### config.mk
export PLATFORM = sky130hd
export DESIGN_NAME = mac_pe
export DESIGN_NICKNAME = d
export VERILOG_FILES = /design/src/rtl/mac_pe.sv
export SDC_FILE = /design/constraint.sdc
export NUM_CORES = 1
export LEC_CHECK = 0
export ABC_AREA = 1
export BUFFER_PORTS_ARGS = -buffer_cell sky130_fd_sc_hd__buf_2
export CORE_MARGIN = 8
export CORE_UTILIZATION = 40
export CTS_CLUSTER_DIAMETER = 200
export DETAILED_ROUTE_END_ITERATION = 8
export PLACE_DENSITY = 0.64
export SLEW_MARGIN = 0
export SYNTH_ARGS = -nofsm -noshare
export SYNTH_HDL_FRONTEND = slang
export SYNTH_SLANG_ARGS = --single-unit
### constraint.sdc
create_clock -name clk -period 13.68 [get_ports clk]
set_input_delay 0.684 -clock clk [delete_from_list [all_inputs] [get_ports clk]]
set_output_delay 0.684 -clock clk [all_outputs]
set_load 0.01 [all_outputs]
### src/rtl/mac_pe.sv
// mac_pe: one systolic-array cell. Forwards A east and B south, and accumulates A*B in FP8 (1/3/4, bias 3).
// Optional build macro MAC_RNE_EN selects round-to-nearest-even instead of truncation toward zero.
module mac_pe (
   input  logic       clk,
   input  logic       reset,
   input  logic       en,
   input  logic [7:0] in_a,
   input  logic [7:0] in_b,
   output logic [7:0] out_a,
   output logic [7:0] out_b,
   output logic [7:0] out_c
);

`ifdef MAC_RNE_EN
   localparam logic RNE = 1'b1;
`else
   localparam logic RNE = 1'b0;
`endif

   // Normalise an exact magnitude into FP8. The leading one at bit position hb
   // carries unbiased-plus-bias exponent hb + adj.
   function automatic logic [7:0] fp_pack(input logic sgn, input logic [11:0] mag,
                                          input logic [5:0] adj);
      logic [3:0]        hb;
      logic [16:0]       ext;
      logic              rnd;
      logic [5:0]        mr;
      logic signed [7:0] e;
      hb = 4'd0;
      for (int i = 0; i < 12; i++)
         if (mag[i]) hb = 4'(i);
      ext = {mag, 5'b00000} << (4'd11 - hb);
      rnd = RNE & ext[11] & ((|ext[10:0]) | ext[12]);
      mr  = {1'b0, ext[16:12]} + {5'b00000, rnd};
      e   = $signed({4'b0000, hb}) + $signed({{2{adj[5]}}, adj});
      if (mr[5]) e = e + 8'sd1;
      if (mag == 12'd0)      fp_pack = 8'h00;
      else if (e > 8'sd7)    fp_pack = {sgn, 7'h7F};
      else if (e < 8'sd1)    fp_pack = 8'h00;
      else                   fp_pack = {sgn, e[2:0], mr[3:0]};
   endfunction

   // Exact fixed-point magnitude in units of 2^-6; wide enough that alignment loses nothing.
   function automatic logic [10:0] fp_fix(input logic [7:0] x);
      if (x[6:4] == 3'd0) fp_fix = 11'd0;
      else                fp_fix = {6'b000000, 1'b1, x[3:0]} << (x[6:4] - 3'd1);
   endfunction

   logic [4:0]         sig_a;
   logic [4:0]         sig_b;
   logic [9:0]         sig_p;
   logic [5:0]         prod_adj;
   logic [7:0]         prod;
   logic [10:0]        fix_c;
   logic [10:0]        fix_p;
   logic signed [12:0] term_c;
   logic signed [12:0] term_p;
   logic signed [12:0] sum;
   logic [11:0]        sum_mag;
   logic [7:0]         acc_next;

   always_comb begin
      sig_a    = {1'b1, in_a[3:0]};
      sig_b    = {1'b1, in_b[3:0]};
      sig_p    = sig_a * sig_b;
      prod_adj = {3'b000, in_a[6:4]} + {3'b000, in_b[6:4]} - 6'd11;
      if (in_a[6:4] == 3'd0 || in_b[6:4] == 3'd0)
         prod = 8'h00;
      else
         prod = fp_pack(in_a[7] ^ in_b[7], {2'b00, sig_p}, prod_adj);

      fix_c   = fp_fix(out_c);
      fix_p   = fp_fix(prod);
      term_c  = out_c[7] ? -$signed({2'b00, fix_c}) : $signed({2'b00, fix_c});
      term_p  = prod[7]  ? -$signed({2'b00, fix_p}) : $signed({2'b00, fix_p});
      sum     = term_c + term_p;
      sum_mag = sum[12] ? 12'(-sum) : sum[11:0];
      // Fixed-point LSB is 2^-6, so a leading one at bit hb has biased exponent hb-3.
      acc_next = fp_pack(sum[12], sum_mag, 6'h3D);
   end

   always_ff @(posedge clk) begin
      if (!reset) begin
         out_a <= 8'h00;
         out_b <= 8'h00;
         out_c <= 8'h00;
      end else begin
         out_a <= in_a;
         out_b <= in_b;
         if (en) out_c <= acc_next;
      end
   end

endmodule

**Word-level counts from Yosys, hierarchy flattened**

Cells that the tools add are included.

- Register bits after elaboration: 24
- Input port bits: 19
- Word-level logic and storage cells: 66
- Output and inout bits: 24

- Add/sub/neg operators: 12
- Shifts and indexed selects: 4
- Reduce and logical (&&, ||, !) cells: 7
- $lt $le $gt $ge: 4
- Multiply operators: 1
- Bitwise gates (word level): 1
- Multiplexer cells: 34

Operator list:

| operator | count |
|---|---|
| $mux W4 | 18 |
| $mux W8 | 8 |
| $mux W13 | 2 |
| $neg A11 Y13 | 2 |
| $mux W11 | 2 |
| $shl A5 B3 Y11 | 2 |
| $shl A17 B4 Y16 | 1 |
| $shl A15 B4 Y16 | 1 |
| $add A13 B13 Y13 | 1 |
| $logic_not A12 Y1 | 1 |
| $logic_not A3 Y1 | 4 |
| $mux W12 | 1 |
| $neg A12 Y12 | 1 |
| $logic_not A10 Y1 | 1 |
| $mul A5 B5 Y10 | 1 |
| $gt A8 B4 Y1 const B | 1 |
| $lt A8 B2 Y1 const B | 1 |
| $sub A4 B4 Y4 const A | 2 |
| $add A5 B3 Y6 const B | 1 |
| $add A5 B5 Y6 | 1 |
| $gt A6 B4 Y1 const B | 1 |
| $lt A6 B2 Y1 const B | 1 |
| $sub A3 B1 Y3 const B | 2 |
| $sub A4 B4 Y5 const B | 1 |
| 5 further kinds | 6 |

**Longest topological paths before layout**

Gate-level depths: netlist of run 1.

- Word-level depth: 42
- Mapped depth: 75

**Worst setup path before layout of run 1**

OpenSTA, ideal clock, no wires.

- Path kind: input-to-reg
- Start point: input in_a[0]
- End point: register out_c[0]
- Library setup time: 0.070 ns
- Arrival: 10.004 ns
- Stages: 66
- Setup slack: 3.605 ns
- Cell sequence: inv_1 fa_1 inv_1 fa_1 fa_1 ha_1 nand2_1 nand2_1 nand2_1 nand3_1 nand2_1 nand2_2 nand2_2 nand2_4 nand2_2 buf_6 ha_1 inv_1 [30 not listed] xnor2_1 inv_1 nand2_2 nand2_4 inv_6 nand2_1 xnor2_2 nor2_1 nand2_2 nor2_8 inv_4 ha_1 nand2_1 nor3_1 nand2_1 nand2_1 nand2_1 a21oi_1

- Word-level cells in the longest chain between the ends: 42
- Elaborated cells between the ends (all ways): 51
- Classes of those cells: add/sub: 8; mul: 1; order compare: 4; shift: 3; mux: 32; reduce/logical: 3

RTL lines:

| what | line | text |
|---|---|---|
| from (decl) | 7 | `input logic [7:0] in_a,` |
| $mul A5 B5 Y10 * | 65 | `sig_p = sig_a * sig_b;` |
| $mux W1 | 31 | `if (mag[i]) hb = 4'(i);` |
| $mux W2 | 31 |  |
| $mux W4 (7 in series) | 31 |  |
| $mux W4 | 67 | `if (in_a[6:4] == 3'd0 \|\| in_b[6:4] == 3'd0)` |
| $add A5 B5 Y6 | 35 | `e = $signed({4'b0000, hb}) + $signed({{2{adj[5]}}, adj});` |
| $mux W8 | 67 |  |
| $lt A8 B2 Y1 | 39 | `else if (e < 8'sd1) fp_pack = 8'h00;` |
| [11 not listed] | - |  |
| $mux W12 * | 77 | `sum_mag = sum[12] ? 12'(-sum) : sum[11:0];` |
| $mux W1 | 31 |  |
| $mux W4 (10 in series) | 31 |  |
| $add A5 B3 Y6 / $sub A4 B4 Y4 (equally long branches) | 35, 32 |  |
| $lt A6 B2 Y1 / $shl A17 B4 Y16 (equally long branches) | 39, 32 |  |
| $mux W8 | 39 |  |
| $mux W8 | 38 | `else if (e > 8'sd7) fp_pack = {sgn, 7'h7F};` |
| $mux W8 * | 37 | `if (mag == 12'd0) fp_pack = 8'h00;` |
| to (signal assigned) | 90 | `if (en) out_c <= acc_next;` |
| to (decl) | 11 | `output logic [7:0] out_c` |

Mark *: on every way between the ends. The rest lies on a longest branch, timed or not. The select of a mux whose other input is x is not followed.
A chain may end at the register's enable or synchronous reset.

**Worst setup path after layout of run 1**

- Start point: input in_a[2]
- End point: register out_c[7]

- Word-level cells in the longest chain between the ends: 41
- Elaborated cells between the ends (all ways): 48
- Classes of those cells: add/sub: 7; mul: 1; order compare: 4; shift: 2; mux: 31; reduce/logical: 3

RTL lines:

| what | line |
|---|---|
| $mul A5 B5 Y10 * | 65 |
| $mux W2 | 31 |
| $mux W4 (7 in series) | 31 |
| $mux W4 | 67 |
| $add A5 B5 Y6 | 35 |
| $mux W8 | 67 |
| $lt A8 B2 Y1 | 39 |
| $mux W8 | 39 |
| [10 not listed] | - |
| $mux W12 | 77 |
| $mux W1 | 31 |
| $mux W4 (10 in series) | 31 |
| $add A5 B3 Y6 | 35 |
| $lt A6 B2 Y1 | 39 |
| $mux W8 | 39 |
| $mux W8 | 38 |
| $mux W8 * | 37 |

Marks and branches as above.

==> flow_summary.ini, run 1 <==
[sta]
relSlewSlack_pct = 70.5
worstMarginPinSlew_ps = 437
finalSetupViolCount = 0
period_minus_slack_ps = 11020
fin_worst_skew_ps = 1.03
final.setup.tns_ps = 0
rsz0062_at_grt = false
finalHoldViolCount = 0
slew_violations = 0
max_freq_mhz = 90.7
period_share_pct = 80.6

[setup_path]
start_kind = input pin
required_ps = 13820
slowest_delay_ps = 530
cp_slowest_cell = fa_1
worstSetupPathType = in2reg
crit_arrival_ps = 11160
cpMostUsedCell = nand2_1
worst_setup_path_end_kind = flop
critPathMaxFanout = 12
reg2reg_depth = 37

[yosys]
synth.avg_cell_area_sq_um = 6.04
synth_nets = 876
async_flop_share_pct = 0
ys_seq_area_share_pct = 10.0
yosysWarnings = 0
yosys-top-cells-count = nand2_1, inv_1, nand3_1
synth_edf_count = 0
synth.most_common_cell = nand2_1
synth_top_area_cell = nand2_1
yosys.cell_types.count = 51
synth_top_flop_cell = dfxtp_1
synth_area_sq_um = 4800
synthTopCellsByArea = nand2_1, ha_1, inv_1, dfxtp_1, nand3_1
ys_seq_elements = 24
post-synth-top-area-fraction_pct = 18.1
synthesis.instances = 795

[outcome]
status = complete, no violations

[global_route]
first_global_vias = 4354
grt_first_pass_wirelength_um = 20000
grt_remaining_overflow = 0
grt_max_degree = 18
grt_antenna_before_repair = 0
gr-usage-all-layers_pct = 14.6

[floorplanning]
core_sq_um = 11900
fp-row-count = 40
die_x_um = 126
boundaryPins = 43
die_height_um = 126
initial_core_util_pct = 40.5
die_area_sq_um = 15800

[finish]
nNetsFinal = 916
syn_to_final_growth_pct = 9.41
antenna_cells = 0
drive_gt1_share_pct = 12.7

[route]
top_layer = met4
wl_met1_um = 5140
drt_pass1_iterations = 5
drc = 0
route.met3.wl_um = 276
ant_nets = 0
post_drt_wl_per_cell_um = 11.6
vias_per_cell = 4.86
vias = 4770
route.met2.wl_um = 5800
wirelength_um = 11400
drtIter0Drc = 242

[cts]
cts_buffers = 3
h-tree-depth = 1
cts_setup_buffers = 0
cts-root-buf = clkbuf_16
cts_resized = 0
cts_sinks = 24
clkLatencyLatePin_ps = 250
cts_hold_buf = 0
cts_buffer_depth = 2
cts.clk_slew.worst_paths_ps = 60
cts_tree = done

[hold_path]
hold_depth = 2
hold_class = reg2reg

[placement]
portBuffers = 42
globalplace.congestion = 0.901
place_hpwl_um = 9830

[job]
drv_cap = 0
-- cell usage in the layout (no fill, tap or decap), types with 3 or more instances in the layout --
master	Yosys	routed
o21ai_2	4	4
clkinv_1	6	6
ha_1	50	50
buf_2	2	42
nor2_1	48	48
o21ai_1	9	9
xor2_2	4	4
nand2_1	231	231
o21ai_0	19	19
nand3_1	81	81
nor2_2	9	9
nand2_2	10	10
nand3b_1	5	5
nor3_1	11	11
dfxtp_1	24	24
xnor2_1	10	10
xor2_1	28	28
nand4_1	9	9
clkbuf_16	0	3
fa_1	12	12
o21bai_1	4	4
a21oi_1	34	34
inv_1	134	134
inv_2	13	13
nand2_4	6	6
-- worst paths after layout --
| check | start | to | slack [ps] |
|---|---|---|---|
| worst max-delay path | in_a[2] | out_c[7] | 2660 |
| worst min register to register | out_c[1] | out_c[1] | 490 |
| worst max register to register | out_c[4] | out_c[7] | 7180 |
| worst min-delay path | out_c[1] | out_c[1] | 490 |
-- critical path, delay by kind of cell --
kind,cells,cell delay (ps)
simple gates,31,3460
buf+inv,12,980
fa+ha+maj,11,3910
compound gates,9,1510
xor+xnor,3,580
-- registers in the layout, indices dropped and copies added, names as in the netlist --
name,flops
out_c,8
out_b,8
out_a,8
-- layer usage --
layer	vias up	GRT usage, %
li1	2573	-
met1	2103	17.7
met2	80	27.4
met3	14	1.19
met4	0	3.08
met5	-	0
-- cell type report --
class	count	area [sq um]
Tap cell	147	184
Inverter	156	594
Sequential cell	24	480
Timing Repair Buffer	42	210
Clock buffer	3	75.1
Multi-Input combinational cell	608	3680
Clock inverter	1	30.0
Fill cell	1285	6610
-- cells by family after synthesis --
| group | after synthesis | synth area share [%] |
|---|---|---|
| buf+inv | 163 | 13.4 |
| fa+ha+maj | 62 | 18.0 |
| compound gates | 83 | 10.3 |
| simple gates | 418 | 39.1 |
| xor+xnor | 44 | 8.96 |
| flops | 24 | 10.0 |
| mux | 1 | 0.208 |
-- metrics by stage --
step	cells	util, %	setup WS [ps]	cell area (sq um)	hold WS (ps)
2_1_floorplan	795	-	3610	4800	501
3_3_place_gp	977	43.4	2500	5150	483
3_5_place_dp	977	43.4	2380	5150	478
6_report	981	44.3	2660	5250	491
5_1_grt	981	44.3	1530	5250	531
4_1_cts	981	44.3	2620	5250	488
Power of run 1 is not shown: default switching activity piles up to over one toggle a cycle in this logic, so the estimate is an artifact.
==> run 2, diff against run 1 <==
--- a/config.mk
+++ b/config.mk
@@ -5,13 +5,13 @@
 export SDC_FILE = /design/constraint.sdc
 export NUM_CORES = 1
 export LEC_CHECK = 0
-export ABC_AREA = 1
+export ABC_AREA = 0
 export BUFFER_PORTS_ARGS = -buffer_cell sky130_fd_sc_hd__buf_2
 export CORE_MARGIN = 8
 export CORE_UTILIZATION = 40
 export CTS_CLUSTER_DIAMETER = 200
 export DETAILED_ROUTE_END_ITERATION = 8
-export PLACE_DENSITY = 0.64
+export PLACE_DENSITY = 0.66
 export SLEW_MARGIN = 0
 export SYNTH_ARGS = -nofsm -noshare
 export SYNTH_HDL_FRONTEND = slang
==> constraint.sdc (replaced) <==
create_clock -name clk -period 10.1 [get_ports clk]
set_input_delay 0.505 -clock clk [delete_from_list [all_inputs] [get_ports clk]]
set_output_delay 0.505 -clock clk [all_outputs]
set_load 0.01 [all_outputs]
==> flow_summary.ini, run 2 <==
[floorplanning]
core_sq_um = 14300
die_area_sq_um = 18500
die_x_um = 136
boundaryPins = 43
initial_core_util_pct = 40.3
die_height_um = 136
fp-row-count = 44

[placement]
place_area_sq_um = 8040
dp_cells = 1213
pre_cts_slack_ps = -970
place_hpwl_um = 16000
portBuffers = 42
globalplace.congestion = 0.957

[setup_path]
critPathMaxFanout = 5
r2r-end = out_c[1]
cpMostUsedCell = ha_4
path_depth = 50
critPathTopFamily = compound AO/OA/AOI/OAI gates
required_ps = 10240
crit-reg2reg-launch = out_c[4]
r2r_slack_ps = 3160
critPathLaunch = in_b[3]
crit_arrival_ps = 10670
crit_end = out_c[1]
crit_buf_inv = 7
worstSetupPathType = in2reg
reg2reg_depth = 31
start_kind = input pin
cp_slowest_cell = fa_1
slowest_delay_ps = 540
worst_setup_path_end_kind = flop

[cts]
h-tree-depth = 1
cts_tree = done
cts_buffers = 3
cts_sinks = 24
clkLatencyLatePin_ps = 260
cts.clk_slew.worst_paths_ps = 70
cts-root-buf = clkbuf_16
cts_buffer_depth = 2

[global_route]
grt_first_pass_wirelength_um = 32400
met3_usage_pct = 2.59
grt_antenna_before_repair = 0
first_global_vias = 6906
grt_max_degree = 19
grt_util_met1_pct = 24.4
grt_remaining_overflow = 0
grt.met2_usage_pct = 40.0
busiest_layer = met2
gr-usage-all-layers_pct = 21.1

[yosys]
async_flop_share_pct = 0
ys_seq_area_share_pct = 8.32
synth_area_sq_um = 5770
post-synth-top-area-fraction_pct = 10.8
synthTopCellsByArea = ha_1, dfxtp_1, xnor2_1, nor2_1, nand2_1
yosys-top-cells-count = nor2_1, nand2_1, inv_1
synth.avg_cell_area_sq_um = 7.46
synth.most_common_cell = nor2_1
ys_seq_elements = 24
yosys.cell_types.count = 101
synth_nets = 855
yosysWarnings = 0
synthesis.instances = 774
synth_top_flop_cell = dfxtp_1
synth_edf_count = 0
synth_top_area_cell = ha_1

[outcome]
status = finished, violations left
failed_checks = negative setup slack

[finish]
fillers = 1284
drive_gt1_share_pct = 42.1
stdcell_count = 1243
postLayoutCellArea_sq_um = 8760
antenna_cells = 0
reg_top3 = out_a x8, out_b x8, out_c x8
layout_commonest_cell = buf_4
nNetsFinal = 1141
final_cell_mix = buf_4, nor2_1, nand2_1
regArea_sq_um = 480
multiInputGateArea_sq_um = 5520
syn_to_final_growth_pct = 51.7

[sta]
relSlewSlack_pct = 55.0
hold_ws_ps = 460
finalHoldViolCount = 0
max_freq_mhz = 95.0
worstMarginPinSlew_ps = 675
finalSetupViolCount = 8
slew_violations = 0
period_minus_slack_ps = 10520
fin_ws_ps = -425
fin_worst_skew_ps = 1.07
rsz0062_at_grt = true
period_share_pct = 104

[route]
post_drt_wl_per_cell_um = 16.1
drt_pass1_iterations = 8
vias_per_cell = 5.53
wirelength_um = 20000
vias = 6876
drtIter0Drc = 480
ant_nets = 0
drc = 0

[job]
drv_cap = 0

[hold_path]
hold_depth = 2
hold_class = in2reg
-- run 2: changes by cell type after synthesis, sizes merged, moves of 18 or more --
cell   change
nand3     -63
nor2      +18
a31oi     +18
xnor2     +25
nand2    -174
inv       -93
-- run 2: per-layer routing --
| metal | wire (um) | part of all wire (%) | vias to the layer above |
|---|---|---|---|
| met5 | 0 | 0 | - |
| li1 | - | - | 3433 |
| met2 | 10600 | 53 | 157 |
| met1 | 8310 | 41 | 3245 |
| met4 | 417 | 2.1 | 0 |
| met3 | 749 | 3.7 | 41 |
-- run 2: worst min-delay path by stage --
stage | from | endpoint | slack (ps)
finish | in_a[7] | out_a[7] | 460
global route | in_a[7] | out_a[7] | 460
CTS | in_a[7] | out_a[7] | 460
detailed placement | out_c[0] | out_c[0] | 580
global placement | out_c[3] | out_c[3] | 580
floorplan | out_c[0] | out_c[0] | 530
-- run 2: worst reg2reg max path, delay by kind of cell (launching register included) --
| family | cells | cell delay [ps] |
|---|---|---|
| AO/OA/AOI/OAI | 11 | 2060 |
| AND/OR/NAND/NOR | 11 | 2000 |
| adder cells (fa/ha/maj) | 3 | 930 |
| multiplexers | 3 | 810 |
| flip-flops | 1 | 590 |
| XOR/XNOR | 1 | 230 |
| buffers and inverters | 2 | 200 |
-- run 2: cell type report --
class / instances / share of cell area (%)
Clock buffer: 3 / 0.857
Clock inverter: 1 / 0.343
Inverter: 57 / 2.70
Multi-Input combinational cell: 675 / 63.0
Sequential cell: 24 / 5.48
Tap cell: 184 / 2.63
Timing Repair Buffer: 299 / 25.0
-- run 2: stage by stage --
stage | utilization (%) | setup TNS [ps]
after floorplan | - | -5890
after global placement | 56.2 | -5490
after detailed placement | 56.2 | -7610
after CTS | 58.5 | -2130
after global routing | 61.2 | -6440
final | 61.2 | -3120
-- run 2: cell families (layout without fill, tap and decap cells) --
logic type	Yosys count	after routing	share of synthesized area, %
buffers and inverters	75	360	5.48
flip-flops	24	24	8.32
AO/OA/AOI/OAI	243	243	31.4
XOR/XNOR	58	58	9.84
AND/OR/NAND/NOR	287	287	25.4
adder cells (fa/ha/maj)	62	62	15.0
multiplexers	25	25	4.59
-- run 2: timing repair --
item / CTS / global route
resized for setup: 33 / 64
pin swaps: 37 / 48
hold buffers: 0 / 0
buffers inserted: 13 / 13
endpoints found under the setup margin: 8 / 8
Power of run 2 is left out for the same reason.
